===== src/rtl/div_pkg.sv =====
// Shared types and constants for the sequential signed divider.
package div_pkg;

    localparam int unsigned DEF_WIDTH = 32;
    localparam int unsigned DEF_CNT_W = 6;

    // Quotient reported for a divide by zero (all ones)
    localparam logic [DEF_WIDTH-1:0] DIV0_QUOTIENT = '1;

    typedef enum logic [1:0] {
        IDLE = 2'd0,
        CALC = 2'd1,
        FIX  = 2'd2,
        DONE = 2'd3
    } state_t;

endpackage


===== src/rtl/div_step.sv =====
// One restoring-division iteration on unsigned magnitudes.
module div_step #(
    parameter int unsigned WIDTH = 32
) (
    input  logic [WIDTH-1:0] rem,
    input  logic [WIDTH-1:0] quo,
    input  logic [WIDTH-1:0] divisor,
    output logic [WIDTH-1:0] rem_next,
    output logic [WIDTH-1:0] quo_next
);

    logic [WIDTH:0] shifted;
    logic [WIDTH:0] diff;

    // Shift in the next dividend bit, trial-subtract, restore on borrow
    always_comb begin
        shifted  = {rem, quo[WIDTH-1]};
        diff     = shifted - {1'b0, divisor};
        rem_next = shifted[WIDTH-1:0];
        quo_next = {quo[WIDTH-2:0], 1'b0};
        if (!diff[WIDTH]) begin
            rem_next = diff[WIDTH-1:0];
            quo_next = {quo[WIDTH-2:0], 1'b1};
        end
    end

endmodule


===== src/rtl/div.sv =====
// Sequential signed divider: one quotient bit per clock, lo = quotient, hi = remainder.
module div
    import div_pkg::*;
#(
    parameter int unsigned WIDTH = DEF_WIDTH,
    parameter int unsigned CNT_W = DEF_CNT_W
) (
    input  logic             clk,
    input  logic             reset_n,
    input  logic             start,
    input  logic [WIDTH-1:0] a,
    input  logic [WIDTH-1:0] b,
    output logic [WIDTH-1:0] hi,
    output logic [WIDTH-1:0] lo,
    output logic             busy,
    output logic             done,
    output logic             div_zero
);

    state_t           state;
    logic [WIDTH-1:0] rem;
    logic [WIDTH-1:0] quo;
    logic [WIDTH-1:0] divisor;
    logic [CNT_W-1:0] cnt;
    logic             sign_q;
    logic             sign_r;

    logic [WIDTH-1:0] abs_a_c;
    logic [WIDTH-1:0] abs_b_c;
    logic [WIDTH-1:0] rem_next_c;
    logic [WIDTH-1:0] quo_next_c;

    // Operand magnitudes; the most negative value maps onto itself as unsigned
    assign abs_a_c = a[WIDTH-1] ? WIDTH'(-a) : a;
    assign abs_b_c = b[WIDTH-1] ? WIDTH'(-b) : b;

    div_step #(
        .WIDTH (WIDTH)
    ) u_step (
        .rem      (rem),
        .quo      (quo),
        .divisor  (divisor),
        .rem_next (rem_next_c),
        .quo_next (quo_next_c)
    );

    // Control FSM, iteration datapath and sign fix-up
    always_ff @(posedge clk or negedge reset_n) begin
        if (!reset_n) begin
            state    <= IDLE;
            rem      <= '0;
            quo      <= '0;
            divisor  <= '0;
            cnt      <= '0;
            sign_q   <= 1'b0;
            sign_r   <= 1'b0;
            hi       <= '0;
            lo       <= '0;
            busy     <= 1'b0;
            done     <= 1'b0;
            div_zero <= 1'b0;
        end else begin
            done <= 1'b0;
            case (state)
                IDLE, DONE: begin
                    state <= IDLE;
                    if (start) begin
                        sign_q  <= a[WIDTH-1] ^ b[WIDTH-1];
                        sign_r  <= a[WIDTH-1];
                        quo     <= abs_a_c;
                        divisor <= abs_b_c;
                        rem     <= '0;
                        cnt     <= CNT_W'(WIDTH);
                        if (b == '0) begin
                            state    <= DONE;
                            done     <= 1'b1;
                            div_zero <= 1'b1;
                            hi       <= a;
                            // Sign-extending all ones keeps it all ones at any width
                            lo       <= WIDTH'($signed(DIV0_QUOTIENT));
                        end else begin
                            state    <= CALC;
                            busy     <= 1'b1;
                            div_zero <= 1'b0;
                        end
                    end
                end
                CALC: begin
                    rem <= rem_next_c;
                    quo <= quo_next_c;
                    cnt <= cnt - CNT_W'(1);
                    if (cnt == CNT_W'(1)) begin
                        state <= FIX;
                    end
                end
                FIX: begin
                    lo    <= sign_q ? WIDTH'(-quo) : quo;
                    hi    <= sign_r ? WIDTH'(-rem) : rem;
                    busy  <= 1'b0;
                    done  <= 1'b1;
                    state <= DONE;
                end
                default: begin
                    state <= IDLE;
                end
            endcase
        end
    end

endmodule

===== config.mk =====
export PLATFORM = sky130hd
export DESIGN_NAME = div
export DESIGN_NICKNAME = d
export VERILOG_FILES = /design/src/rtl/div_pkg.sv /design/src/rtl/div_step.sv /design/src/rtl/div.sv
export SDC_FILE = /design/constraint.sdc
export NUM_CORES = 1
export LEC_CHECK = 0
export ABC_AREA = 1
export CAP_MARGIN = 20
export CORE_UTILIZATION = 59
export DETAILED_ROUTE_END_ITERATION = 10
export MAX_ROUTING_LAYER = met4
export PLACE_DENSITY = 0.85
export SLEW_MARGIN = 10
export SYNTH_ARGS = -nofsm -noshare
export SYNTH_HDL_FRONTEND = slang
export SYNTH_SLANG_ARGS = --single-unit
export TNS_END_PERCENT = 30

===== constraint.sdc =====
create_clock -name clk -period 2.9 [get_ports clk]
set_clock_uncertainty 0.05 [all_clocks]
set_input_delay 0.87 -clock clk [delete_from_list [all_inputs] [get_ports clk]]
set_output_delay 0.87 -clock clk [all_outputs]
set_load 0.005 [all_outputs]

==> out/metrics.yaml <==
hp-class: "in -> async"
io_buffers: 133
yosys-top-cells-area: "dfrtp_1 32%, nand2_1 21%, inv_1 7.9%"
die_h_um: 154
p_leak_nw: 8.81
clock.fmax_ghz: 0.361
min_period_ns: 2.77
slowest_delay_ns: 0.42
tightest_slew_ns: 1.02
crit_path_max_fanout: 14
grt_pass1_vias: 14100
synth.cell_area_um2: 13700
cts_tree: "built"
synthCells: 2170
avgRoutedWirePerCell_um: 16.9
path_common_cell: "nand2_1"
slew_viol_final: 0
yosysTopAreaCell: "dfrtp_1"
status: "finished, final reports clean"
syn_area_per_cell_um2: 6.29
clk_latency_ns: 0.44
fin_nets: 2451
ir_worst_vdd_uv: 503
p_total_w: 0.0146
power_density_nw_per_um2: 886
crit_chain: "inv_1 -> ha_1 -> fa_1 -> inv_1 -> nand2_1 -> nand2_1 -> nand3_1 -> nand2_2 -> nand2_1 -> nand2_2 -> nand2_2 -> nand3_2 -> buf_6 -> nand3_1 -> nand3_1 -> nand2_1"
gp_congestion: 0.986
cp_data_required_time_ns: 3.18
grt_max_degree: 73
drv_cap: 0
track_usage_pct: 39.6
drtPass1Iterations: 6
yosysWarningCount: 0
rows: 55
setup-violations-final: 0
via_count: 14900
crit_arrival_ns: 3.05
synth-main-ff-cell: "dfrtp_1"
syn-num-nets: 2278
grt.overflow.total: 0
drc: 0
wl_mm: 44.7
critical_path_class: "reg -> reg"
chipWidth_um: 154
synth_edf_count: 0
timing.final.hold_violations: 0
dp_slack_ns: -0.204
final_critical_path_setup_slack_ns: 0.130
cts_buffer_depth: 2
rsz0062_at_grt: "true"
dieArea_um2: 23800
synth-seq-cells: 173
hpwl_mm: 35.1
max-slew-margin-rel_pct: 31.8
area_growth_pct: 20.3
cp_slowest_cell: "fa_1"
initial_core_util_pct: 60.3
synth.distinct_cells: 42
end_kind: "flop"
pin_count: 134
cts_sinks: 173
crit_path_start_kind: "flop"
antenna_cells: 0
cts_htree_levels: 4
period_share_pct: 95.5
drt_iter0_drc: 1156
yosysTopAreaCellShare_pct: 31.7
antenna_found_initial: 0
cts_root_buf: "clkbuf_16"
yosysSeqAreaShare_pct: 31.7
cts_buffers: 17
drive_above_1_share_pct: 7.26
synthArstFlopShare_pct: 100
tns_ns: 0
core-area_um2: 22600
postRouteAntennaNets: 0
clkTransAtPathRegs_ns: 0.07
via_per_inst: 5.64
grt_pass1_wl_mm: 71.6
flip-flops by register name, summed over array words and instances (netlist names):
name      flops
cnt           6
divisor      32
quo          32
rem          32
sign_q        1
div_zero      1
busy          1
hi           32
done          1
lo           32
state         2
sign_r        1
critical path: cells and delay by family, from the launching register on:
kind                     cells  cell delay [ns]
AND/OR/NAND/NOR             11             1.08
flip-flops                   1             0.39
adder cells (fa/ha/maj)      2             0.71
buffers and inverters        3             0.44
power breakdown:
group          switching [W]  internal (W)  leakage (nW)
Combinational        0.00482       0.00298          6.34
Clock                0.00105       0.00146         0.306
Sequential          0.000866       0.00338          2.16
Total                0.00674       0.00782          8.81
layer usage:
metal  vias to the layer above  track usage [%]  wire, um
met1                      6842             48.3     18000
li1                       7243                -         -
met2                       696             65.5     21300
met5                         -                -         0
met4                         0             18.6      2200
met3                       120             4.88      3250
cells in the mapped netlist (5+ instances only):
cell and count:
ha_1 40, o211ai_1 12, nor2_1 210, nand3b_1 15, inv_1 288, o31ai_1 6
nand2_2 8, nand2_1 752, or2_2 5, nand3_1 193, nand3_2 5, nand4_1 35
o21ai_0 116, dfrtp_1 173, buf_6 9, inv_2 9, a21oi_1 62, xnor2_1 17
clkbuf_1 36, nor2_2 11, o221ai_1 11, xor2_1 44, a22oi_1 20, o22ai_1 5
buf_2 16, nor3_1 28, o21ai_1 14
cells by family (layout without fill, tap and decap cells):
| logic type | Yosys count | count (layout) | share of synthesized area [%] |
|---|---|---|---|
| adders and majority gates | 41 | 41 | 3.81 |
| xor gates and xnor gates | 61 | 61 | 3.91 |
| and+or+nand+nor | 1274 | 1274 | 39.2 |
| DFF | 173 | 173 | 31.7 |
| AOI/OAI and AO/OA | 256 | 256 | 10.7 |
| buffers and inverters | 365 | 550 | 10.7 |
worst paths after layout:
check | start | end | slack (ns) | cells past startpoint
max in group asynchronous | reset_n | divisor[11] | 1.86 | 2
min reg2reg | lo[20] | lo[20] | 0.43 | 2
max reg2reg | quo[31] | rem[14] | 0.13 | 16
max | quo[31] | rem[14] | 0.13 | 16
min | reset_n | lo[0] | 0.26 | 1
min in group clk | lo[20] | lo[20] | 0.43 | 2
stage by stage:
step	area (um^2)	util (%)	instances	hold WS, ns
after detailed placement	15800	69.7	2609	0.414
after floorplan	13700	-	2170	0.399
final	16400	72.6	2640	0.265
after CTS	16400	72.5	2640	0.271
after global routing	16400	72.6	2640	0.277
after global placement	15800	69.7	2609	0.412
cells in the final DEF (no fill, tap or decap), types with 8 or more instances in the layout:
cell               n
a21oi_1           62
a22oi_1           20
buf_12             8
buf_4             79
clkbuf_16         17
clkdlybuf4s50_1  132
dfrtp_1          173
ha_1              39
inv_1            288
inv_2              9
nand2_1          751
nand2_2            8
nand3_1          193
nand3b_1          15
nand4_1           35
nor2_1           209
nor2_2            11
nor3_1            28
o211ai_1          12
o21ai_0          116
o21ai_1           14
o221ai_1          11
xnor2_1           17
xor2_1            44
timing repair:
| action | 4_1_cts | 5_1_grt |
|---|---|---|
| gates resized for setup | 0 | 3 |
| buffers inserted | 0 | 0 |
| endpoints found under the setup margin | 0 | 15 |
| hold buffers | 0 | 0 |
area by class of cell:
class | count | area [um^2]
Inverter | 298 | 1120
Multi-Input combinational cell | 1632 | 7890
Fill cell | 1885 | 6210
Clock inverter | 14 | 210
Tap cell | 285 | 357
Timing Repair Buffer | 221 | 2100
Clock buffer | 17 | 425
Sequential cell | 173 | 4330
No activity file was read; power rests on OpenSTA's default activity.
